File: src/rtl/tile_map_writer.sv
// Host-programmed tile map writer: single stores, rectangle fill and full clear into a tile RAM.
// Latency: one cycle from accepted TILE/CMD write to first tile_we; readdata one cycle after read.
// Backpressure: waitrequest stalls TILE/CMD writes while busy; POS/SIZE/STATUS writes and reads never stall.
module tile_map_writer #(
    parameter int COLS   = 80,
    parameter int ROWS   = 60,
    parameter int MAX_ID = 40
) (
    input  logic        clk,
    input  logic        reset_n,
    input  logic        chipselect,
    input  logic        write,
    input  logic        read,
    input  logic [2:0]  address,
    input  logic [15:0] writedata,
    output logic [15:0] readdata,
    output logic        waitrequest,
    output logic        tile_we,
    output logic [12:0] tile_addr,
    output logic [5:0]  tile_data,
    output logic        busy
);

    localparam logic [12:0] LAST_ADDR = 13'(COLS * ROWS - 1);
    localparam logic [12:0] COLS13    = 13'(COLS);
    localparam logic [6:0]  X_MAX     = 7'(COLS - 1);
    localparam logic [5:0]  Y_MAX     = 6'(ROWS - 1);
    localparam logic [5:0]  ID_MAX    = 6'(MAX_ID);

    typedef enum logic [1:0] {S_IDLE, S_SINGLE, S_FILL, S_CLEAR} state_t;

    state_t      state_q, state_d;
    logic [6:0]  pos_x_q, pos_x_d;
    logic [5:0]  pos_y_q, pos_y_d;
    logic [5:0]  tile_id_q, tile_id_d;
    logic [6:0]  size_w_q, size_w_d;
    logic [5:0]  size_h_q, size_h_d;
    logic        err_q, err_d;
    logic [6:0]  cur_x_q, cur_x_d;
    logic [5:0]  cur_y_q, cur_y_d;
    logic [6:0]  x_lo_q, x_lo_d;
    logic [6:0]  x_hi_q, x_hi_d;
    logic [5:0]  y_hi_q, y_hi_d;
    logic        tile_we_q, tile_we_d;
    logic [12:0] tile_addr_q, tile_addr_d;
    logic [5:0]  tile_data_q, tile_data_d;
    logic [15:0] readdata_q, readdata_d;

    logic        wr_acc;
    logic        rd_acc;
    logic [7:0]  x_end;
    logic [6:0]  y_end;
    logic        unused_bits;

    function automatic logic [12:0] addr_of(input logic [6:0] x, input logic [5:0] y);
        return 13'(y) * COLS13 + 13'(x);
    endfunction

    assign busy        = (state_q != S_IDLE);
    assign waitrequest = chipselect & write & busy & ((address == 3'd1) | (address == 3'd3));
    assign wr_acc      = chipselect & write & ~waitrequest;
    assign rd_acc      = chipselect & read;
    assign tile_we     = tile_we_q;
    assign tile_addr   = tile_addr_q;
    assign tile_data   = tile_data_q;
    assign readdata    = readdata_q;
    assign unused_bits = ^{writedata[15:14], writedata[7]};

    // Fill rectangle corner, clipped to the map edge (only used when w,h >= 1).
    assign x_end = {1'b0, pos_x_q} + {1'b0, size_w_q} - 8'd1;
    assign y_end = {1'b0, pos_y_q} + {1'b0, size_h_q} - 7'd1;

    // Next-state: engine sequencing, host register writes and registered read data.
    always_comb begin
        state_d     = state_q;
        pos_x_d     = pos_x_q;
        pos_y_d     = pos_y_q;
        tile_id_d   = tile_id_q;
        size_w_d    = size_w_q;
        size_h_d    = size_h_q;
        err_d       = err_q;
        cur_x_d     = cur_x_q;
        cur_y_d     = cur_y_q;
        x_lo_d      = x_lo_q;
        x_hi_d      = x_hi_q;
        y_hi_d      = y_hi_q;
        tile_we_d   = 1'b0;
        tile_addr_d = tile_addr_q;
        tile_data_d = tile_data_q;
        readdata_d  = readdata_q;

        case (state_q)
            S_IDLE: begin
                if (wr_acc && address == 3'd1) begin
                    if (writedata[5:0] > ID_MAX) begin
                        err_d = 1'b1;
                    end else begin
                        tile_id_d   = writedata[5:0];
                        state_d     = S_SINGLE;
                        tile_we_d   = 1'b1;
                        tile_addr_d = addr_of(pos_x_q, pos_y_q);
                        tile_data_d = writedata[5:0];
                        // Cursor advances as soon as the store is committed.
                        if (pos_x_q == X_MAX) begin
                            pos_x_d = 7'd0;
                            pos_y_d = (pos_y_q == Y_MAX) ? 6'd0 : pos_y_q + 6'd1;
                        end else begin
                            pos_x_d = pos_x_q + 7'd1;
                        end
                    end
                end else if (wr_acc && address == 3'd3) begin
                    if (writedata[1]) begin
                        state_d     = S_CLEAR;
                        tile_we_d   = 1'b1;
                        tile_addr_d = 13'd0;
                        tile_data_d = 6'd0;
                    end else if (writedata[0]) begin
                        if (size_w_q == 7'd0 || size_h_q == 6'd0) begin
                            err_d = 1'b1;
                        end else begin
                            state_d     = S_FILL;
                            cur_x_d     = pos_x_q;
                            cur_y_d     = pos_y_q;
                            x_lo_d      = pos_x_q;
                            x_hi_d      = (x_end > {1'b0, X_MAX}) ? X_MAX : x_end[6:0];
                            y_hi_d      = (y_end > {1'b0, Y_MAX}) ? Y_MAX : y_end[5:0];
                            tile_we_d   = 1'b1;
                            tile_addr_d = addr_of(pos_x_q, pos_y_q);
                            tile_data_d = tile_id_q;
                        end
                    end
                end
            end
            S_SINGLE: begin
                state_d = S_IDLE;
            end
            S_FILL: begin
                if (cur_x_q == x_hi_q && cur_y_q == y_hi_q) begin
                    state_d = S_IDLE;
                end else begin
                    if (cur_x_q == x_hi_q) begin
                        cur_x_d = x_lo_q;
                        cur_y_d = cur_y_q + 6'd1;
                    end else begin
                        cur_x_d = cur_x_q + 7'd1;
                    end
                    tile_we_d   = 1'b1;
                    tile_addr_d = addr_of(cur_x_d, cur_y_d);
                end
            end
            S_CLEAR: begin
                if (tile_addr_q == LAST_ADDR) begin
                    state_d = S_IDLE;
                end else begin
                    tile_we_d   = 1'b1;
                    tile_addr_d = tile_addr_q + 13'd1;
                end
            end
            default: state_d = S_IDLE;
        endcase

        // Non-stalling registers; a running fill works from its own latched copies.
        if (wr_acc && address == 3'd0) begin
            if (writedata[6:0] > X_MAX || writedata[13:8] > Y_MAX) begin
                err_d = 1'b1;
            end else begin
                pos_x_d = writedata[6:0];
                pos_y_d = writedata[13:8];
            end
        end
        if (wr_acc && address == 3'd2) begin
            size_w_d = writedata[6:0];
            size_h_d = writedata[13:8];
        end
        if (wr_acc && address == 3'd4 && writedata[1]) begin
            err_d = 1'b0;
        end

        if (rd_acc) begin
            case (address)
                3'd0:    readdata_d = {2'b0, pos_y_q, 1'b0, pos_x_q};
                3'd1:    readdata_d = {10'b0, tile_id_q};
                3'd2:    readdata_d = {2'b0, size_h_q, 1'b0, size_w_q};
                3'd4:    readdata_d = {14'b0, err_q, busy};
                default: readdata_d = 16'd0;
            endcase
        end
    end

    // State and register file; reset aborts any operation and drops tile_we at once.
    always_ff @(posedge clk or negedge reset_n) begin
        if (!reset_n) begin
            state_q     <= S_IDLE;
            pos_x_q     <= 7'd0;
            pos_y_q     <= 6'd0;
            tile_id_q   <= 6'd0;
            size_w_q    <= 7'd0;
            size_h_q    <= 6'd0;
            err_q       <= 1'b0;
            cur_x_q     <= 7'd0;
            cur_y_q     <= 6'd0;
            x_lo_q      <= 7'd0;
            x_hi_q      <= 7'd0;
            y_hi_q      <= 6'd0;
            tile_we_q   <= 1'b0;
            tile_addr_q <= 13'd0;
            tile_data_q <= 6'd0;
            readdata_q  <= 16'd0;
        end else begin
            state_q     <= state_d;
            pos_x_q     <= pos_x_d;
            pos_y_q     <= pos_y_d;
            tile_id_q   <= tile_id_d;
            size_w_q    <= size_w_d;
            size_h_q    <= size_h_d;
            err_q       <= err_d;
            cur_x_q     <= cur_x_d;
            cur_y_q     <= cur_y_d;
            x_lo_q      <= x_lo_d;
            x_hi_q      <= x_hi_d;
            y_hi_q      <= y_hi_d;
            tile_we_q   <= tile_we_d;
            tile_addr_q <= tile_addr_d;
            tile_data_q <= tile_data_d;
            readdata_q  <= readdata_d;
        end
    end

endmodule
File: config.mk
export PLATFORM = sky130hd
export DESIGN_NAME = tile_map_writer
export DESIGN_NICKNAME = d
export VERILOG_FILES = /design/src/rtl/tile_map_writer.sv
export SDC_FILE = /design/constraint.sdc
export NUM_CORES = 1
export LEC_CHECK = 0
export ABC_AREA = 1
export ABC_CLOCK_PERIOD_IN_PS = 3800
export BUFFER_PORTS_ARGS = -buffer_cell sky130_fd_sc_hd__buf_2
export CORE_MARGIN = 3
export CORE_UTILIZATION = 45
export CTS_CLUSTER_SIZE = 8
export DETAILED_ROUTE_END_ITERATION = 6
export GPL_TIMING_DRIVEN = 0
export SLEW_MARGIN = 30
export SYNTH_ARGS = -nofsm -noshare
export SYNTH_HDL_FRONTEND = slang
export SYNTH_SLANG_ARGS = --single-unit
File: constraint.sdc
create_clock -name clk -period 3.8 [get_ports clk]
set_input_delay 0.76 -clock clk [delete_from_list [all_inputs] [get_ports clk]]
set_output_delay 0.76 -clock clk [all_outputs]
set_load 0.01 [all_outputs]
# ---- Word level (Yosys, flattened, before mapping)
# Index checks and enable logic that the tools add are counted.
# W data, S select, Z words.
dict set report totals {
  out_inout_bits 38
  regBits 104
  word_cells 175
}
dict set report op_classes {
  bitwise_logic 11
  add_sub_neg 11
  reduce_logical 24
  eq_ne 27
  n_mux 79
  magnitude_cmp 5
  mul 2
}
# cell n
set ops {}
lappend ops {{$mux W6} 23}
lappend ops {{$mux W7} 16}
lappend ops {{$mux W13} 8}
lappend ops {{$pmux W14 S4} 1}
lappend ops {{$pmux W13 S3} 1}
lappend ops {{$add A13 B7 Y13} 2}
lappend ops {{$ne A2 B2 Y1 const B} 10}
lappend ops {{$mul A6 B3 Y9 const B} 2}
lappend ops {{$mux W1} 18}
lappend ops {{$mux W2} 8}
lappend ops {{$add A7 B1 Y7 const B} 2}
lappend ops {{$pmux W7 S2} 1}
lappend ops {{$reduce_and A7 Y1} 2}
lappend ops {{$add A13 B1 Y13 const B} 1}
lappend ops {{$eq A13 B13 Y1 const B} 1}
lappend ops {{$add A6 B1 Y6 const B} 2}
lappend ops {{$gt A6 B6 Y1 const B} 2}
lappend ops {{$pmux W6 S2} 1}
lappend ops {{$reduce_and A6 Y1} 2}
lappend ops {{$ne A3 B3 Y1 const B} 3}
lappend ops {{$add A7 B7 Y8} 1}
lappend ops {{$gt A8 B7 Y1 const B} 1}
lappend ops {{$ne A4 B4 Y1 const B} 2}
lappend ops {{$pmux W2 S4} 1}
lappend ops {{other kinds (28)} 48}

# ---- Logic depth before layout (Yosys ltp)
# Gate-level depths: netlist of run 1.
dict set report depth {
  depth_word 12
  depth_mapped 23
}

# ---- Worst setup path after synthesis of run 1
# No wires, ideal clock.
dict set report synth_timing {
  path_type {flip-flop to flip-flop}
  from {reg cur_x_q[3]}
  to {reg tile_addr_q[11] (netlist: tile_addr[11])}
  setup_slack_ns 0.861
  t_arrival_ns 2.827
  stages_incl_launch_ff 20
  required_time_ns 3.687
  setup_time_ns 0.113
  cell_sequence {dfrtp_1 -> inv_1 -> nand2_1 -> nand2_1 -> nand3_1 -> nor2_4 -> nand4_1 -> xor2_1 -> inv_1 -> ha_1 -> fa_1 -> inv_1 -> nor2_1 -> nand2_1 -> nor2_1 -> nand3_1 -> nand3_1 -> nand3_1 -> nand2_1 -> inv_1}
}
dict set report synth_between {
  elab_chain_cells 8
  elab_cells_between_ends 15
}
# element line
set synth_lines {}
lappend synth_lines {{start: declaration} 39} ;# logic [6:0] cur_x_q, cur_x_d;
lappend synth_lines {{start signal: assignment} 217} ;# cur_x_q <= cur_x_d;
lappend synth_lines {{$eq A7 B7 Y1} {138, 141}}
lappend synth_lines {{$mux W6} 141} ;# if (cur_x_q == x_hi_q) begin
lappend synth_lines {{$mux W6} 138} ;# if (cur_x_q == x_hi_q && cur_y_q == y_hi_q) begin
lappend synth_lines {{$mux W6} 92} ;# case (state_q)
lappend synth_lines {{$mul A6 B3 Y9} 56} ;# return 13'(y) * COLS13 + 13'(x);
lappend synth_lines {{$add A13 B7 Y13} 56}
lappend synth_lines {{$mux W13} 138}
lappend synth_lines {{$pmux W13 S3} 92}
lappend synth_lines {{end signal: assignment} 223} ;# tile_addr_q <= tile_addr_d;
lappend synth_lines {{end: declaration} 45} ;# logic [12:0] tile_addr_q, tile_addr_d;
# Parallel ways exist; a longest one is shown, timed or not. The select of a mux whose other input is x is not followed.
# A chain may end at the register's enable or synchronous reset.

# ---- Final worst setup path of run 1
dict set report layout_timing {
  from {reg cur_x_q[4]}
  to {reg tile_addr_q[11] (netlist: tile_addr[11])}
}
# Same word-level chain as after synthesis.

==> metrics.txt, run 1 <==
Max-Cap Viols 0; Root Driver clkbuf_16; setup slack after layout 340 ps; antenna-violating nets left 0; CP Depth 20; initial antenna violation count 0; Initial Util 46.9%; Bufs and invs on worst path 5; Final #Nets 1147; crit path to tile_addr[11]; Pleak 4.20 nW; Initial DRC Count 408; CTS Hold Bufs 0; RR Startpoint cur_x_q[4]; vias in the first global route 6320; status complete, no violations; area of the core 0.0155 sq mm; setup TNS 0 ps; Crit Path Category register to register; DRC violations left 0; PD cells 447 mW/mm^2; die width 133 microns; Reg clk slew, reported paths 80 ps; post-DP HPWL 16200 microns; Placed Instances 1267; CTS Buf Count 9; Max FO, Critical Path 6; fin crit period 3460 ps; chip height 133 microns; H-Tree Depth 3; crit path capture type register; clk_lat worst skew 360 ps; type of the tightest min-delay check primary input to asynchronous set/reset pin; sequential fraction of the synthesis area 34.8%; Layout area overhead 12.5%; vias 6677; post-synth cell types 54; GRT Util Overall 23.9%; Port Buffers 55; worst path required time 4110 ps; Cell Rows 45; Setup Viol. Count Final 0; most area-consuming cells after synthesis dfrtp_1 35%, nand2_1 13%, ha_1 8.4%; DIE AREA 0.0177 sq mm; Least-Margin Pin Slew 681 ps; Worst Hold Slack 311 ps; Max Freq 289 MHz; Max clock buf depth 2; Mapped Area 0.00726 sq mm; Place WS 234 ps; Cells after Synth 998; Final period util 91.1%; iteration count of the initial detailed-routing pass 5; critical-path cell list inv_1, nand2_1, nand2_1, nand3_1, inv_1, nand2_1, o21a_1, xor2_1, ha_1, fa_1, inv_1, nor2_1, nand2_1, nor2_1, inv_1, nand3_1, nand3_1, nand3_1, nand2_1, inv_1; slew margin rel. 54.4%; RSZ-0062 raised after global routing no; synthesized flop and latch total 101; FF-to-FF path depth 20; Synth top area share 34.8%; flop2flop setup slack 340 ps; Worst Setup SP cur_x_q[4]; diodes inserted 0; WL/cell 16.0 microns; Top delay family on crit path simple AND/OR/NAND/NOR gates; largest net degree at the start of global routing 64; first-pass GRT wire length 33600 microns; r2r endpoint tile_addr[11]; Synth Warn # 0; fill cell count 1564; CP max stage delay 550 ps; Num Clock Sinks 101; ys async rst share 100%; Critical-path top delay cell fa_1; num ports 62; Final Slew Violations 0; final WL 20500 microns; Synth area leader dfrtp_1; syn_area_per_cell 7.28 sq um; EDFF count, synth 0; CTS tree yes; maximum vdd drop 234 uV; Fin Clk Skew 10.2 ps; CP Launch Type register; CP arrival 3770 ps; Finished Layout Cells 1284; share of layout cells above drive strength 1 11.5%; routed vias/inst 5.20; total gr overflow 0; Primary FF master, synth dfrtp_1; Final Hold Viols 0; GP Congestion 0.890
[metrics by stage]
stage	power, mW	utilization (%)	area, sq um
4_1_cts	3.68	52.7	8160
3_3_place_gp	2.67	50.4	7810
3_5_place_dp	2.68	50.6	7840
2_1_floorplan	2.30	-	7270
5_1_grt	3.95	52.8	8170
6_report	3.65	52.8	8170
[worst min path at each step]
stage	slack, ps	end	cells after the start	from
global route	330	tile_addr[10]	1	reset_n
finish	310	tile_addr[9]	1	reset_n
global placement	460	readdata[1]	2	readdata[1]
detailed placement	460	readdata[1]	2	readdata[1]
floorplan	450	size_h_q[0]	2	size_h_q[0]
CTS	320	tile_addr[9]	1	reset_n
[cell usage in the layout (no fill, tap or decap), drive strengths merged, types with 4 or more instances in the layout]
cell	count
a21oi	34
a221oi	4
a22oi	6
a31oi	10
a41oi	5
buf	72
clkbuf	18
clkinv	7
dfrtp	101
fa	6
ha	49
inv	157
nand2	256
nand3	54
nand4	13
nor2	87
nor3	11
o211ai	7
o21a	4
o21ai	104
o22ai	14
xnor2	5
xor2	25
[report_power, final]
part,internal [mW],switching (mW)
Sequential,1.17,0.120
Combinational,0.515,0.852
Clock,0.527,0.464
Total,2.21,1.44
[sequential cells by signal (all words and copies together), names as in the netlist]
| signal | count |
|---|---|
| cur_x_q | 7 |
| cur_y_q | 6 |
| err_q | 1 |
| pos_x_q | 7 |
| pos_y_q | 6 |
| readdata | 13 |
| size_h_q | 6 |
| size_w_q | 7 |
| state_q | 2 |
| tile_addr | 13 |
| tile_data | 6 |
| tile_id_q | 6 |
| tile_we | 1 |
| x_hi_q | 7 |
| x_lo_q | 7 |
| y_hi_q | 6 |
[synth_stat cells, types with 4 or more instances]
cell type,count
nand2_1,248
inv_1,145
dfrtp_1,101
nor2_1,81
o21ai_0,77
nand3_1,53
ha_1,49
a21oi_1,31
o21ai_1,26
xor2_1,25
o22ai_1,14
nand4_1,12
nor3_1,10
a31oi_1,9
clkbuf_1,9
inv_2,8
buf_4,7
nand2_2,7
o211ai_1,7
a22oi_1,6
buf_2,6
fa_1,6
a41oi_1,5
xnor2_1,5
a221oi_1,4
o21a_1,4
[routing by layer]
layer	part of all wire, %	global-route usage, %	vias to the layer above	wire length [microns]
met2	47	38.2	137	9750
li1	-	-	3407	-
met5	0	0	-	0
met1	47	33.3	3106	9600
met4	2.3	8.66	0	481
met3	3.5	3.12	27	713
[cell families after synthesis]
family / share of synthesized area [%]
fa+ha+maj: 10.1
buf+inv: 10.1
simple gates: 25.3
other cells: 0.0516
flops: 34.8
xor+xnor: 3.62
compound gates: 15.9
[cell type report]
type / instances / area, sq um / share of cell area, %
Buffer: 24 / 139 / 1.70
Clock buffer: 9 / 225 / 2.76
Clock inverter: 7 / 90.1 / 1.10
Inverter: 158 / 597 / 7.30
Multi-Input combinational cell: 717 / 4010 / 49.1
Sequential cell: 101 / 2530 / 30.9
Tap cell: 211 / 264 / 3.23
Timing Repair Buffer: 57 / 317 / 3.87
[timing repair]
| action | CTS | global route |
|---|---|---|
| buffers inserted | 0 | 1 |
| resized for setup | 0 | 1 |
| endpoints found under the setup margin | 0 | 2 |
(Power assumes the default switching activity.)
==> run 2: changes to the inputs <==
- ABC_AREA: 1 -> not set
==> run 2 against run 1 <==
Net effect: synthesized area is 2.4% lower; critical path type unchanged; cell area decreased by 0.24%; register-to-register slack got worse by 230 ps; combinational power is essentially flat; critical endpoint is now tile_addr[12]; final cell count decreased by 13%; maximum frequency fell by 6.3%; sequential power is essentially flat; global-route usage is 0.74 points lower; utilization increased by 0.45 points.
==> metrics.txt, run 2 <==
Setup Viol. Count Final 0 (unchanged); slew margin rel. 41.5% (was 54.4%); Reg clk slew, reported paths 70 ps (was 80 ps); Final Hold Viols 0 (unchanged); top-count cell post-synth dfrtp_1 (was nand2_1); Final #Nets 976 (was 1147); Final Slew Violations 0 (unchanged); fraction of synthesized area in multiplexers 5.05% (was 0%); Crit Path Category register to register (unchanged); worst path required time 4080 ps (was 4110 ps); Simple-Gate Fraction of Synth Area 16.9% (was 25.3%); DIE AREA 0.0173 sq mm (was 0.0177 sq mm); CP Launch Type register (unchanged); die width 131 microns (was 133 microns); largest net degree at the start of global routing 53 (was 64); post-DP HPWL 15400 microns (was 16200 microns); DRC violations left 0 (unchanged); Synth Warn # 0 (unchanged); most area-consuming cells after synthesis dfrtp_1 36%, ha_1 8.7%, o21ai_0 4.7% (was dfrtp_1 35%, nand2_1 13%, ha_1 8.4%); share of layout cells above drive strength 1 14.9% (was 11.5%); Final Util 53.2% (was 52.8%); NetSw 1.38 mW (was 1.44 mW); register area 0.00253 sq mm (about the same); Max Freq 271 MHz (was 289 MHz); Least-Margin Pin Slew 870 ps (was 681 ps); EDFF count, synth 0 (unchanged); clock power share 25.2% (was 27.1%); Multi-input gate area 0.00424 sq mm (was 0.00401 sq mm); WL/cell 17.9 microns (was 16.0 microns); ys async rst share 100% (unchanged); GRT Util Overall 23.2% (was 23.9%); chip height 131 microns (was 133 microns); type of the tightest min-delay check primary input to asynchronous set/reset pin (unchanged); Top delay family on crit path adder cells (was simple AND/OR/NAND/NOR gates); Initial DRC Count 479 (was 408); Fin Clk Skew 8.17 ps (was 10.2 ps); Mapped Area 0.00709 sq mm (was 0.00726 sq mm); Layout area overhead 15.0% (was 12.5%); diodes inserted 0 (unchanged); Synth Area in XOR/XNOR 6.30% (was 3.62%); Final period util 97.1% (was 91.1%); CP max stage delay 600 ps (was 550 ps); synthesized flop and latch total 101 (unchanged); Place WS -580 ps (was 234 ps); most frequent cells in the layout 96 x dfrtp_1, 79 x nand2_1, 74 x inv_1 (was 248 x nand2_1, 145 x inv_1, 101 x dfrtp_1); fill cell count 1465 (was 1564); initial antenna violation count 0 (unchanged); most frequent cells after synthesis 101 x dfrtp_1, 80 x nand2_1, 74 x inv_1, 67 x o21ai_0, 59 x nor2_1 (was 248 x nand2_1, 145 x inv_1, 101 x dfrtp_1, 81 x nor2_1, 77 x o21ai_0); maximum vdd drop 275 uV (was 234 uV); Comb power frac 38.5% (was 37.4%); H-Tree Depth 3 (unchanged); commonest non-fill, non-tap cell in the layout dfrtp_1 (was nand2_1); sequential power share 36.3% (was 35.4%); fin crit period 3690 ps (was 3460 ps); antenna-violating nets left 0 (unchanged); vias 6302 (was 6677); post-synth cell types 66 (was 54); Cells after Synth 819 (was 998); power consumption 3.61 mW (was 3.65 mW); Max-Cap Viols 0 (unchanged); largest family of logic cells by synthesized area compound AO/OA/AOI/OAI gates (was simple AND/OR/NAND/NOR gates); first-pass GRT wire length 32700 microns (was 33600 microns); PD cells 443 mW/mm^2 (was 447 mW/mm^2); Port Buffers 54 (was 55); syn_area_per_cell 8.65 sq um (was 7.28 sq um); num ports 62 (unchanged); Max FO, Critical Path 10 (was 6); CTS Buf Count 9 (unchanged); iteration count of the initial detailed-routing pass 5 (unchanged); Cell Rows 45 (unchanged); Pint 2.23 mW (was 2.21 mW); Pleak 3.78 nW (was 4.20 nW); Synth top area share 35.7% (was 34.8%); Num Clock Sinks 101 (unchanged); routed vias/inst 5.66 (was 5.20); CP arrival 3970 ps (was 3770 ps); clk_lat worst skew 360 ps (about the same); Primary FF master, synth dfrtp_1 (unchanged); Critical-path top delay cell fa_2 (was fa_1); crit path capture type register (unchanged); critical-path cell list xnor2_2, and4_4, nand2_2, buf_4, nor2_4, xnor2_4, xnor2_1, ha_2, fa_2, o2111a_1, nand2_1, maj3_1, a311o_1, o211ai_1 (was inv_1, nand2_1, nand2_1, nand3_1, inv_1, nand2_1, o21a_1, xor2_1, ha_1, fa_1, inv_1, nor2_1, nand2_1, nor2_1, inv_1, nand3_1, nand3_1, nand3_1, nand2_1, inv_1); status complete, no violations (unchanged); Synth area leader dfrtp_1 (unchanged); Compound-Gate Fraction of Synth Area 19.3% (was 15.9%); vias in the first global route 6198 (was 6320); Root Driver clkbuf_16 (unchanged); GP Congestion 0.887 (was 0.890); Bufs and invs on worst path 1 (was 5); Sw Share 38.2% (was 39.3%); adder-cell share of the synthesized area 10.5% (was 10.1%); area of the core 0.0153 sq mm (was 0.0155 sq mm); CTS tree yes (unchanged); sequential fraction of the synthesis area 35.7% (was 34.8%); total gr overflow 0 (unchanged); final WL 20000 microns (was 20500 microns); setup slack after layout 109 ps (was 340 ps); Initial Util 46.3% (was 46.9%); Max clock buf depth 2 (unchanged)
## run 2: cell count changes after synthesis, sizes merged, moves of 10 or more
cell,delta
nand2,-175
clkbuf,+21
xnor2,+33
mux2i,+20
o22ai,-10
o21ai,-36
nand3,-31
nor2b,+10
a21oi,+19
nor2,-28
mux2,+14
xor2,-12
inv,-79
## run 2: power by group through the flow
stage	clock (mW)	sequential [mW]	combinational (mW)
after floorplan	0	1.27	1.03
after global placement	0	1.33	1.33
after detailed placement	0	1.33	1.38
after CTS	0.929	1.31	1.39
after global routing	0.976	1.32	1.59
final	0.908	1.31	1.39
## run 2: worst paths after layout
path	to	depth (start not counted)	slack, ps	from
worst min-delay path	cur_y_q[2]	1	330	reset_n
worst max-delay path	tile_addr[12]	14	110	x_hi_q[0]
worst max register to register	tile_addr[12]	14	110	x_hi_q[0]
min in group clk	tile_data[2]	2	480	tile_data[2]
worst min register to register	tile_data[2]	2	480	tile_data[2]
max in group asynchronous	cur_x_q[2]	2	2830	reset_n
## run 2: area by class of cell
class,count,area share [%]
Buffer,36,1.87
Clock buffer,12,3.15
Clock inverter,4,0.399
Inverter,75,3.45
Multi-Input combinational cell,607,52.0
Sequential cell,101,31.1
Tap cell,211,3.24
Timing Repair Buffer,67,4.83
## run 2: repair_timing
action,4_1_cts,5_1_grt
hold buffers,0,0
setup endpoints to repair,4,2
pin swaps,3,5
hold endpoints to repair,0,0
setup buffers,3,9
resized for setup,17,8
## run 2: cells by family after synthesis
family	Yosys count
buffers and inverters	113
DFF	101
other	1
xor gates and xnor gates	51
and+or+nand+nor	247
AOI/OAI and AO/OA	216
adders and majority gates	56
muxes	34
## run 2: per-stage QoR
step / instance area (sq um) / hold WS (ps) / TNS [ps] / cells
detailed placement: 7670 / 466 / -1120 / 1087
global placement: 7640 / 460 / -897 / 1086
floorplan: 7100 / 445 / 0 / 821
finish: 8150 / 326 / 0 / 1113
global route: 8150 / 364 / -21.4 / 1113
CTS: 8040 / 358 / 0 / 1104
## run 2: routing by layer
| metal | track usage, % | part of all wire, % |
|---|---|---|
| met1 | 31.7 | 46 |
| met2 | 38.7 | 48 |
| met3 | 2.87 | 4.5 |
| met4 | 6.88 | 1.8 |
| met5 | 0 | 0 |
==> run 3: changes to the inputs <==
- CORE_ASPECT_RATIO: not set -> 0.9
==> run 3 against run 2 <==
Net effect: setup slack got worse by 8.8 ps; combinational power is essentially flat; power rose by 1.5%; clock power rose by 4.5%; via count increased by 1.6%; register-to-register slack hardly changed; clock-buffer cell count is 3 lower; sequential cell count unchanged; maximum frequency fell by 0.24%; non-clock buffer count unchanged; sequential share of layout area shrank 0.080 points; hold slack improved by 42 ps.
==> metrics.txt, run 3 (synthesis results as in run 2) <==
Pleak 3.83 nW (was 3.78 nW); Least-Margin Pin Slew 979 ps (was 870 ps); die width 138 microns (was 131 microns); Final Hold Viols 0 (unchanged); Max-Cap Viols 0 (unchanged); H-Tree Depth 3 (unchanged); Max FO, Critical Path 10 (unchanged); Cell Rows 42 (was 45); Layout area overhead 15.4% (was 15.0%); CTS tree yes (unchanged); Setup Viol. Count Final 0 (unchanged); status complete, no violations (unchanged); Max clock buf depth 2 (unchanged); Initial Util 47.0% (was 46.3%); WL/cell 18.9 microns (was 17.9 microns); area of the core 0.0151 sq mm (was 0.0153 sq mm); type of the tightest min-delay check primary input to asynchronous set/reset pin (unchanged); initial antenna violation count 0 (unchanged); worst path required time 4070 ps (was 4080 ps); DIE AREA 0.0173 sq mm (about the same); first-pass GRT wire length 33600 microns (was 32700 microns); clk_lat worst skew 360 ps (about the same); antenna-violating nets left 0 (unchanged); crit path capture type register (unchanged); vias in the first global route 6367 (was 6198); Port Buffers 54 (unchanged); iteration count of the initial detailed-routing pass 5 (unchanged); fin crit period 3700 ps (was 3690 ps); power consumption 3.66 mW (was 3.61 mW); Num Clock Sinks 101 (unchanged); GP Congestion 0.871 (was 0.887); fill cell count 1447 (was 1465); Placed Instances 1074 (was 1087); Initial DRC Count 420 (was 479); Final Util 54.2% (was 53.2%); Final #Nets 976 (unchanged); num ports 62 (unchanged); post-DP HPWL 15800 microns (was 15400 microns); Final Slew Violations 0 (unchanged); chip height 125 microns (was 131 microns); slew margin rel. 34.6% (was 41.5%); CP arrival 3970 ps (about the same); Reg clk slew, reported paths 80 ps (was 70 ps); CTS Buf Count 9 (unchanged); Max Freq 270 MHz (was 271 MHz); total gr overflow 0 (unchanged); maximum vdd drop 380 uV (was 275 uV); Final period util 97.4% (was 97.1%); CP Launch Type register (unchanged); Finished Layout Cells 1100 (was 1113); GRT Util Overall 23.8% (was 23.2%); routed vias/inst 5.82 (was 5.66); PD cells 448 mW/mm^2 (was 443 mW/mm^2); Fin Clk Skew 13.3 ps (was 8.17 ps); largest net degree at the start of global routing 61 (was 53); Crit Path Category register to register (unchanged); diodes inserted 0 (unchanged); commonest non-fill, non-tap cell in the layout dfrtp_1 (unchanged); share of layout cells above drive strength 1 15.2% (was 14.9%); Worst Hold Slack 367 ps (was 326 ps); vias 6405 (was 6302); most frequent cells in the layout 95 x dfrtp_1, 79 x nand2_1, 74 x inv_1 (was 96 x dfrtp_1, 79 x nand2_1, 74 x inv_1); Root Driver clkbuf_16 (unchanged); DRC violations left 0 (unchanged); final WL 20700 microns (was 20000 microns)
-- run 3: cell types whose count changed in the layout (fill, tap and decap cells not counted), sizes merged --
cell | previous run | this run
inv | 75 | 79
clkinv | 2 | 3
clkinvlp | 2 | 0
clkbuf | 40 | 37
-- run 3: stage by stage --
step	cell area [sq um]	setup slack, ps	setup TNS, ps
5_1_grt	8180	-20.6	-20.6
6_report	8180	99.9	0
3_3_place_gp	7620	-469	-776
3_5_place_dp	7650	-571	-1180
2_1_floorplan	7100	44.9	0
4_1_cts	8050	6.41	0
-- run 3: worst max-delay path, cell delays in order, from the launching register on --
cell and delay [ps]:
dfrtp_2 460, xnor2_2 190, and4_4 290, nand2_4 90, buf_8 160, nor2_4 180
xnor2_4 160, xnor2_1 110, ha_2 210, fa_2 420, xor2_2 170, o2111a_1 250
nand2_1 70, maj3_1 360, a311o_1 380, o211ai_1 100
-- run 3: metal layers --
metal  share of wire, %  GRT usage (%)
met3                4.4           4.09
met5                  0              0
met1                 46           32.5
met4                2.0           5.98
met2                 48           39.6
-- run 3: worst paths after layout --
kind	start	cells after the start	end	slack, ps
worst max-delay path	cur_x_q[4]	15	tile_addr[12]	100
worst min-delay path	reset_n	1	cur_y_q[1]	370
worst max register to register	cur_x_q[4]	15	tile_addr[12]	100
worst min register to register	tile_data[2]	2	tile_data[2]	490
max in group asynchronous	reset_n	2	pos_y_q[1]	2800
min in group clk	tile_data[2]	2	tile_data[2]	490
-- run 3: where the power goes --
part	switching (mW)	internal, mW	total [mW]	leakage (nW)
clock	0.478	0.472	0.949	0.150
combinational	0.810	0.586	1.40	2.39
sequential	0.157	1.16	1.32	1.28
-- run 3: layout make-up --
type / count / area [sq um] / area share [%]
clock buffers: 9 / 225 / 2.75
clock inverters: 7 / 81.3 / 0.995
well taps: 198 / 248 / 3.03
plain buffers: 36 / 160 / 1.96
flip-flops and latches: 101 / 2530 / 31.0
repair buffers: 67 / 387 / 4.73
inverters: 75 / 282 / 3.44
multi-input cells: 607 / 4260 / 52.1
-- run 3: timing repair --
item | 4_1_cts | 5_1_grt
buffers inserted | 3 | 9
endpoints found under the setup margin | 4 | 2
endpoints found under the hold margin | 0 | 0
hold buffers | 0 | 0
gates resized for setup | 19 | 12
pin swaps | 2 | 5
